--- src/rtl/multicycle_sequencer.sv ---
// Multi-cycle fetch/decode/exec/mem/writeback controller for the 8-bit datapath, with req/ack memory timeouts.
// Optional build macro TRAP_ILLEGAL_EN: illegal opcodes halt with err instead of retiring as a NOP.
module multicycle_sequencer #(
    parameter int TIMEOUT_CYCLES = 16
) (
    input  logic       clk,
    input  logic       reset,
    input  logic       run,
    input  logic [3:0] opcode,
    input  logic [2:0] func,
    input  logic       zero,
    output logic       imem_req,
    input  logic       imem_ack,
    output logic       dmem_req,
    input  logic       dmem_ack,
    output logic       ir_load,
    output logic       pc_en,
    output logic [1:0] pc_src,
    output logic       alu_load,
    output logic       mdr_load,
    output logic [2:0] AluControl,
    output logic       AluSrc,
    output logic       r2Chooser,
    output logic       MemWrite,
    output logic       MemtoReg,
    output logic       RegWrite,
    output logic       jump,
    output logic       branch,
    output logic       busy,
    output logic       err
);

    localparam int              CW    = $clog2(TIMEOUT_CYCLES) + 1;
    localparam logic [CW-1:0]   LIMIT = CW'(TIMEOUT_CYCLES - 1);

    localparam logic [3:0] OP_RTYPE = 4'b0000;
    localparam logic [3:0] OP_JMP   = 4'b0010;
    localparam logic [3:0] OP_ADDI  = 4'b0100;
    localparam logic [3:0] OP_BEQ   = 4'b1000;
    localparam logic [3:0] OP_LW    = 4'b1011;
    localparam logic [3:0] OP_SW    = 4'b1111;

    typedef enum logic [2:0] {
        S_IDLE, S_FETCH, S_DECODE, S_EXEC, S_MEM, S_WB, S_HALT
    } state_t;

    state_t        r_state;
    logic [CW-1:0] r_count;
    logic          r_err;

    logic w_is_r, w_is_jmp, w_is_addi, w_is_beq, w_is_lw, w_is_sw;
    logic w_legal, w_in_instr;

    assign w_is_r     = (opcode == OP_RTYPE) && (func != 3'b111);
    assign w_is_jmp   = (opcode == OP_JMP);
    assign w_is_addi  = (opcode == OP_ADDI);
    assign w_is_beq   = (opcode == OP_BEQ);
    assign w_is_lw    = (opcode == OP_LW);
    assign w_is_sw    = (opcode == OP_SW);
    assign w_legal    = w_is_r | w_is_jmp | w_is_addi | w_is_beq | w_is_lw | w_is_sw;
    assign w_in_instr = (r_state == S_DECODE) || (r_state == S_EXEC) ||
                        (r_state == S_MEM)    || (r_state == S_WB);

    // NOTE: sequential state uses non-blocking assignments so every register samples pre-edge values.
    always_ff @(posedge clk or posedge reset) begin
        if (reset) begin
            r_state <= S_IDLE;
            r_count <= '0;
            r_err   <= 1'b0;
        end else begin
            case (r_state)
                S_IDLE: begin
                    if (run) begin
                        r_state <= S_FETCH;
                        r_count <= '0;
                    end
                end
                S_FETCH: begin
                    if (imem_ack) begin
                        r_state <= S_DECODE;
                    end else if (r_count == LIMIT) begin
                        r_err   <= 1'b1;
                        r_state <= S_HALT;
                    end else begin
                        r_count <= r_count + 1'b1;
                    end
                end
                S_DECODE: begin
                    if (w_is_jmp) begin
                        r_state <= run ? S_FETCH : S_IDLE;
                        r_count <= '0;
                    end else if (w_legal) begin
                        r_state <= S_EXEC;
                    end else begin
`ifdef TRAP_ILLEGAL_EN
                        r_err   <= 1'b1;
                        r_state <= S_HALT;
`else
                        r_state <= run ? S_FETCH : S_IDLE;
                        r_count <= '0;
`endif
                    end
                end
                S_EXEC: begin
                    if (w_is_beq) begin
                        r_state <= run ? S_FETCH : S_IDLE;
                        r_count <= '0;
                    end else if (w_is_lw || w_is_sw) begin
                        r_state <= S_MEM;
                        r_count <= '0;
                    end else begin
                        r_state <= S_WB;
                    end
                end
                S_MEM: begin
                    if (dmem_ack) begin
                        r_state <= w_is_lw ? S_WB : (run ? S_FETCH : S_IDLE);
                        r_count <= '0;
                    end else if (r_count == LIMIT) begin
                        r_err   <= 1'b1;
                        r_state <= S_HALT;
                    end else begin
                        r_count <= r_count + 1'b1;
                    end
                end
                S_WB: begin
                    r_state <= run ? S_FETCH : S_IDLE;
                    r_count <= '0;
                end
                S_HALT:  r_state <= S_HALT;
                default: r_state <= S_IDLE;
            endcase
        end
    end

    // Outputs decode from the state register plus the live ack/IR inputs: the IR is only valid from DECODE
    // onward and ir_load must coincide with imem_ack, so registering them would cost a cycle per step.
    always_comb begin
        // NOTE: every output gets a default first so no path through the block infers a latch.
        busy       = (r_state != S_IDLE) && (r_state != S_HALT);
        err        = r_err;
        imem_req   = (r_state == S_FETCH);
        dmem_req   = (r_state == S_MEM);
        ir_load    = (r_state == S_FETCH) && imem_ack;
        pc_en      = 1'b0;
        pc_src     = 2'b00;
        alu_load   = (r_state == S_EXEC) && !w_is_beq;
        mdr_load   = (r_state == S_MEM) && dmem_ack && w_is_lw;
        RegWrite   = (r_state == S_WB);
        MemWrite   = (r_state == S_MEM) && w_is_sw;
        MemtoReg   = w_in_instr && w_is_lw;
        AluSrc     = w_in_instr && (w_is_addi || w_is_lw || w_is_sw);
        r2Chooser  = w_in_instr && w_is_sw;
        jump       = w_in_instr && w_is_jmp;
        branch     = w_in_instr && w_is_beq;
        AluControl = 3'b000;
        if (w_in_instr) begin
            if (w_is_r)        AluControl = func;
            else if (w_is_beq) AluControl = 3'b111;
        end
        if (r_state == S_FETCH && imem_ack) begin
            pc_en = 1'b1;
        end else if (r_state == S_DECODE && w_is_jmp) begin
            pc_en  = 1'b1;
            pc_src = 2'b10;
        end else if (r_state == S_EXEC && w_is_beq) begin
            pc_en  = zero;
            pc_src = 2'b01;
        end
    end

endmodule

--- config.mk ---
export PLATFORM = sky130hd
export DESIGN_NAME = multicycle_sequencer
export DESIGN_NICKNAME = d
export VERILOG_FILES = /design/src/rtl/multicycle_sequencer.sv
export SDC_FILE = /design/constraint.sdc
export NUM_CORES = 1
export LEC_CHECK = 0
export ABC_AREA = 1
export CAP_MARGIN = 20
export CORE_ASPECT_RATIO = 1.4
export CORE_UTILIZATION = 45
export CTS_BUF_LIST = sky130_fd_sc_hd__clkbuf_4
export DETAILED_ROUTE_END_ITERATION = 12
export PLACE_DENSITY = 0.8
export RECOVER_POWER = 50
export SKIP_CTS_REPAIR_TIMING = 1
export SLEW_MARGIN = 20
export SYNTH_ARGS = -nofsm -noshare
export SYNTH_HDL_FRONTEND = slang
export SYNTH_SLANG_ARGS = --single-unit
export TNS_END_PERCENT = 5
--- constraint.sdc ---
create_clock -name clk -period 4 [get_ports clk]
set_input_delay 1.2 -clock clk [delete_from_list [all_inputs] [get_ports clk]]
set_output_delay 1.2 -clock clk [all_outputs]
set_load 0.03 [all_outputs]
Word level (Yosys, flattened, before mapping)
Index checks and enable logic that the tools add are counted.

cells by class
  muxes and demuxes = 33
  reduce and logical (&&, ||, !) cells = 28
  bitwise operators = 5
  $add $sub $neg = 1
  equal/unequal tests = 19

operators by type and width
  kind                                                                      count
  5-bit 2-to-1 mux                                                          8
  5-bit one-hot mux with 6 select lines                                     1
  3-bit 2-to-1 mux                                                          9
  3-bit one-hot mux with 7 select lines                                     1
  1-bit logical AND                                                         14
  4-bit == test (second input constant)                                     3
  3-bit == test (second input constant)                                     3
  1-bit 2-to-1 mux                                                          9
  3-bit inequality test (second input constant)                             3
  2-bit 2-to-1 mux                                                          4
  3-bit by 2-bit == test with 1-bit output (second input constant)          2
  1-bit logical OR                                                          6
  2-bit inequality test (second input constant)                             3
  6-bit nonzero test                                                        1
  5-bit by 1-bit adder with 5-bit output (second input constant)            1
  5-bit by 4-bit == test with 1-bit output (second input constant)          1
  1-bit OR                                                                  5
  5-bit AND reduction                                                       1
  4-bit by 2-bit == test with 1-bit output (second input constant)          1
  4-bit by 3-bit == test with 1-bit output (second input constant)          1
  4-bit zero test                                                           1
  3-bit by 1-bit == test with 1-bit output (second input constant)          1
  3-bit zero test                                                           1
  3-bit by 2-bit inequality test with 1-bit output (second input constant)  1
  other kinds (5)                                                           5

word-level totals
  register bits = 9
  output and inout bits = 20
  bits of input ports = 13
  word-level logic and storage cells = 89

Depth between registers and ports, before layout
Gate-level depths: netlist of the first run.

  word-level depth = 10
  gate-level depth with buffers = 11
  gate-level depth less buffers = 11

Worst setup path before layout of the first run
OpenSTA, ideal clock, no wires.

  path type = input port to output port
  start point = input opcode[0]
  end point = output pc_en
  buffers on the path = 0
  setup slack = 0.766 ns
  data arrival time = 2.034 ns
  data required time = 2.800 ns
  cell stages on the path = 5
  cells stage by stage = nor2_2 nand3_1 inv_1 nand2_1 nand3_1

between the ends
  cells in the longest elaborated chain, start to end = 5
  elaborated cells between the ends (all ways) = 7
  classes of those cells = eq/ne: 2; mux: 3; reduce/logical: 2

RTL lines
  item                  RTL line  source
  from (decl)           9         input logic [3:0] opcode,
  4-bit == test         57        assign w_is_beq = (opcode == OP_BEQ);
  1-bit logical AND     166       end else if (r_state == S_EXEC && w_is_beq) begin
  1-bit 2-to-1 mux      166
  1-bit 2-to-1 mux (*)  163       end else if (r_state == S_DECODE && w_is_jmp) begin
  1-bit 2-to-1 mux (*)  161       if (r_state == S_FETCH && imem_ack) begin
  to (decl)             17        output logic pc_en,

Every way passes the cells marked *; elsewhere a longest branch is shown, timed or not.

Final worst setup path of the first run
  start point = input imem_ack
  end point = output ir_load

between the ends
  cells in the longest elaborated chain, start to end = 1

RTL lines
  item               RTL line  source
  from (decl)        13        input logic imem_ack,
  1-bit logical AND  144       ir_load = (r_state == S_FETCH) && imem_ack;
  to (decl)          16        output logic ir_load,

No other way between the ends.

==> impl_metrics.toml, run 1 <==
[run_status]
status = "finished clean"

[placed_design]
portBuffers = 32
place_hpwl_um = 2180
gp_congestion = 0.833

[logic_synthesis]
syn_nets = 177
synth.area.top_cells = "dfrtp_1, nand2_1, nand3_1"
synth_top_area_share_pct = 23.5
ys_ff_latch = 9
ys_warn_count = 0
synthCells = 163
syn_area_per_cell_um2 = 5.88
netlist.top_cell.by_area = "dfrtp_1"
yosysSeqAreaShare_pct = 23.5
syn_area_um2 = 958
synth_cell_types = 24

[timing]
setup_tns_ns = 0
slew_violations = 0
tightestPinTransition_ns = 0.381
finalCritPeriodShare_pct = 95.3
slew_headroom_pct = 74.5
min_period_ns = 3.81
rsz0062_at_grt = "false"
setup_viol = 0
finClkSkew_ns = 0.00209
timing.fmax_mhz = 262
hold_violations = 0

[routing]
drtAntennaViolNets = 0
routed-via-count = 1124
dr.first_iter.drc_count = 28
avgRoutedWirePerCell_um = 11.7
via_per_inst = 5.04
drc = 0
wl_um = 2610
drt-pass1-iter-count = 4

[clock_tree]
root_buffer = "clkbuf_4"
tritoncts = "yes"
cts.sinks = 9
numCtsBuffers = 3
clk_latency_ns = 0.26
cts.clk_slew.worst_paths_ns = 0.06
htree_num_levels = 1
cts_buffer_depth = 2

[power]
switchingPower_mw = 0.418
p_per_area_mw_per_mm2 = 577
p_int_mw = 0.350
power.leakage_nw = 0.895
power_frac_comb_pct = 69.2
vdd_drop_max_mv = 0.439
p_sw_share_pct = 54.4
seq_power_share_pct = 21.1
clockPowerShare_pct = 9.7

[setup_path]
worstPathArrival_ns = 2.61
r2r_setup_slack_ns = 2.35
regToRegStartpoint = "r_count[0]"
critical_path.reg2reg.endpoint = "r_count[3]"
ff2ff_path_depth = 9
critPathRequiredTime_ns = 2.80
crit_type = "input port to output pin"
cp-start-kind = "input port"
worst_setup_path_end_kind = "output pin"
cp_max_fo = 4

[final_layout]
drive_above_1_share_pct = 17.3
diodes = 0
nets = 217
fill_cells = 188
mostFrequentLayoutCells = "nand2_1, inv_1, nand3_1, nor2_1, clkdlybuf4s50_1"
utilization_pct = 67.4
synthToLayoutAreaGrowth_pct = 38.8
final_common_cell = "nand2_1"

[global_routing]
first_global_vias = 1105
overflow = 0
grt_max_degree = 10
antenna_found_initial = 0
grt_pass1_wl_um = 4300
grtUsageTotal_pct = 26.6

[hold_path]
min_path_type = "register to register"
hold_path_depth = 1
hp-start = "err"
holdPathEnd = "err"

[job]
cap_violations = 0

[floorplanning]
die_h_um = 56.6
die-area_mm2 = 0.00232
core_area_mm2 = 0.00197
die_w_um = 41.0
rows = 19
pin_count = 33
start_util_pct = 48.6
power by group through the flow:
| stage | clock network [mW] | registers, mW | logic [mW] |
|---|---|---|---|
| after floorplan | 0 | 0.146 | 0.397 |
| after global placement | 0 | 0.160 | 0.537 |
| after detailed placement | 0 | 0.162 | 0.546 |
| after CTS | 0.0774 | 0.161 | 0.551 |
| after global routing | 0.0772 | 0.166 | 0.592 |
| final | 0.0747 | 0.162 | 0.531 |
cell usage after synthesis:
master,instances
nand4_1,2
o211ai_2,1
nor3_1,2
clkinv_1,1
inv_1,28
o21ai_0,6
nand3_1,22
nand2_1,48
nand3b_1,1
ha_1,1
nor2_1,15
dfrtp_1,9
nor2_4,4
o21ai_1,1
inv_2,7
o21ai_2,2
a21oi_1,1
o31ai_1,1
buf_2,1
o21bai_1,1
nand3_2,2
nand2_4,2
nand2_2,2
nor2_2,3
critical path, stage by stage:
cell and delay, ns:
clkdlybuf4s50_1 0.47, inv_1 0.08, nor2_4 0.17, clkdlybuf4s50_1 0.70
per-layer routing:
| metal | wire [µm] | part of all wire, % | vias to the layer above | GRT usage (%) |
|---|---|---|---|---|
| li1 | - | - | 583 | - |
| met1 | 1060 | 40 | 494 | 28.2 |
| met2 | 1390 | 53 | 40 | 45.3 |
| met3 | 106 | 4.1 | 7 | 3.16 |
| met4 | 57 | 2.2 | 0 | 15.7 |
| met5 | 0 | 0 | - | 0 |
state kept, by name, indices dropped and copies added (netlist names):
signal	count
r_state	3
r_count	5
err	1
through the flow:
stage | cell area (µm²) | worst slack [ns] | hold WS, ns | total power, mW | cells
6_report | 1330 | 0.187 | 0.477 | 0.768 | 223
3_3_place_gp | 1310 | 0.0193 | 0.462 | 0.698 | 219
5_1_grt | 1330 | 0.144 | 0.528 | 0.835 | 223
3_5_place_dp | 1310 | 0.00690 | 0.478 | 0.708 | 219
2_1_floorplan | 958 | 0.766 | 0.494 | 0.543 | 163
4_1_cts | 1340 | 0.00402 | 0.496 | 0.789 | 223
cells by family (layout without fill, tap and decap cells):
family	count (synthesis)	after routing	share of synthesized area, %
fa+ha+maj	1	1	1.31
flops	9	9	23.5
compound gates	13	13	8.88
buf+inv	37	76	14.6
simple gates	103	103	51.7
layout make-up:
class	count	area (µm²)	share of cell area [%]
Clock buffer	4	30.0	2.26
Inverter	36	135	10.2
Multi-Input combinational cell	117	573	43.1
Sequential cell	9	225	16.9
Timing Repair Buffer	36	340	25.6
Tap cell	21	26.3	1.98
worst max path at each step:
stage,endpoint,startpoint,cells past startpoint
floorplan,pc_en,opcode[0],5
detailed placement,pc_src[0],opcode[2],5
global route,ir_load,imem_ack,4
CTS,pc_src[0],opcode[2],5
finish,ir_load,imem_ack,4
global placement,pc_src[0],opcode[2],5
No activity file was read; power rests on OpenSTA's default activity.
==> run 2, diff against run 1 <==
--- a/config.mk
+++ b/config.mk
@@ -9,7 +9,6 @@
 export CAP_MARGIN = 20
 export CORE_ASPECT_RATIO = 1.4
 export CORE_UTILIZATION = 45
-export CTS_BUF_LIST = sky130_fd_sc_hd__clkbuf_4
 export DETAILED_ROUTE_END_ITERATION = 12
 export PLACE_DENSITY = 0.8
 export RECOVER_POWER = 50
==> run 2 against run 1 <==
Effect of this change:
- global-route usage increased by 0.45 points
- core utilization decreased by 0.19 points
- sequential power about the same
- die area unchanged
- count of clock-buffer cells in the layout unchanged
- final cell count unchanged
- critical path type unchanged
- largest cell class unchanged
- largest power group unchanged
- highest routed layer unchanged
==> impl_metrics.toml, run 2 (synthesis gave the netlist of run 1 again) <==
[power]
switchingPower_mw = 0.420
power.leakage_nw = 0.892
p_sw_share_pct = 55.0
power_frac_comb_pct = 69.7
p_per_area_mw_per_mm2 = 575
seq_power_share_pct = 21.3
clockPowerShare_pct = 9.0
p_int_mw = 0.344
total_power_mw = 0.763
vdd_drop_max_mv = 0.440

[floorplanning]
die_h_um = 56.6
die_w_um = 41.0
die-area_mm2 = 0.00232
core_area_mm2 = 0.00197
start_util_pct = 48.6
rows = 19
pin_count = 33

[global_routing]
antenna_found_initial = 0
gr-usage-met1_pct = 28.2
grtUsageTotal_pct = 27.0
grt_busiest_layer = "met2"
grt_pass1_wl_um = 4320
overflow = 0
met2_usage_pct = 45.3
first_global_vias = 1101
use_met3_pct = 4.35
grt_max_degree = 10

[setup_path]
critical-path-max-stage-delay_ns = 0.70
cp_slowest_cell = "clkdlybuf4s50_1"
ff2ff_path_depth = 9
worstPathArrival_ns = 2.61
cp_max_fo = 4
critPathRequiredTime_ns = 2.80
regToRegStartpoint = "r_count[0]"
crit_type = "input port to output pin"
cp-start-kind = "input port"
cpMostUsedCell = "clkdlybuf4s50_1"
r2r_setup_slack_ns = 2.34
critical_path.reg2reg.endpoint = "r_count[3]"
timing.critical_path.cells = "clkdlybuf4s50_1 > inv_1 > nor2_4 > clkdlybuf4s50_1"
critPathBufInv = 3
cpLargestDelayFamily = "buffers and inverters"
worst_setup_path_end_kind = "output pin"

[hold_path]
hold_path_depth = 1
min_path_type = "register to register"
hp-start = "err"
holdPathEnd = "err"

[placed_design]
placed_area_mm2 = 0.00131
dpl_worst_slack_ns = 0.00690
place_hpwl_um = 2180
portBuffers = 32
gp_congestion = 0.833
dp.cells = 219

[routing]
wl_um = 2650
dr.first_iter.drc_count = 31
routed-via-count = 1139
avgRoutedWirePerCell_um = 11.9
drtAntennaViolNets = 0
drt-pass1-iter-count = 4
via_per_inst = 5.11
drc = 0

[timing]
setup_viol = 0
finalCritPeriodShare_pct = 95.3
min_period_ns = 3.81
tightestPinTransition_ns = 0.381
timing.fmax_mhz = 262
hold_ws_ns = 0.477
slew_violations = 0
slew_headroom_pct = 74.5
setup_ws_ns = 0.187
setup_tns_ns = 0
rsz0062_at_grt = "false"
finClkSkew_ns = 0.00252
hold_violations = 0

[final_layout]
final_cells = 223
mostFrequentLayoutCells = "nand2_1, inv_1, nand3_1, nor2_1, clkdlybuf4s50_1"
regMostFlops = "r_count"
synthToLayoutAreaGrowth_pct = 38.4
fin_area_mm2 = 0.00133
utilization_pct = 67.2
diodes = 0
final_common_cell = "nand2_1"
drive_above_1_share_pct = 16.8
largest_reg_flops = 5
nets = 217

[job]
cap_violations = 0

[clock_tree]
cts.clk_slew.worst_paths_ns = 0.06
htree_num_levels = 1
cts.sinks = 9
tritoncts = "yes"
root_buffer = "clkbuf_4"
numCtsBuffers = 3
clk_latency_ns = 0.26
cts_buffer_depth = 2

[run_status]
status = "finished clean"
## run 2: worst max-delay path by stage
stage / start / to / slack, ns / cells past startpoint
after floorplan: opcode[0] / pc_en / 0.77 / 5
after global placement: opcode[2] / pc_src[0] / 0.02 / 5
after detailed placement: opcode[2] / pc_src[0] / 0.007 / 5
after CTS: opcode[2] / pc_src[0] / 0.004 / 5
after global routing: imem_ack / ir_load / 0.14 / 4
final: imem_ack / ir_load / 0.19 / 4
## run 2: cell type report
| class | instances | area, µm² |
|---|---|---|
| Clock buffer | 4 | 26.3 |
| Fill cell | 189 | 647 |
| Inverter | 36 | 135 |
| Multi-Input combinational cell | 117 | 573 |
| Sequential cell | 9 | 225 |
| Tap cell | 21 | 26.3 |
| Timing Repair Buffer | 36 | 340 |
## run 2: per-layer routing
metal / vias to the layer above / part of all wire (%)
met5: - / 0
met2: 46 / 52
met4: 0 / 3.0
met1: 502 / 40
met3: 9 / 5.2
li1: 582 / -
## run 2: power groups by stage
stage	clock network [mW]	registers (mW)	logic [mW]
floorplan	0	0.146	0.397
global placement	0	0.160	0.537
detailed placement	0	0.162	0.546
CTS	0.0715	0.161	0.551
global route	0.0756	0.166	0.592
finish	0.0688	0.162	0.532
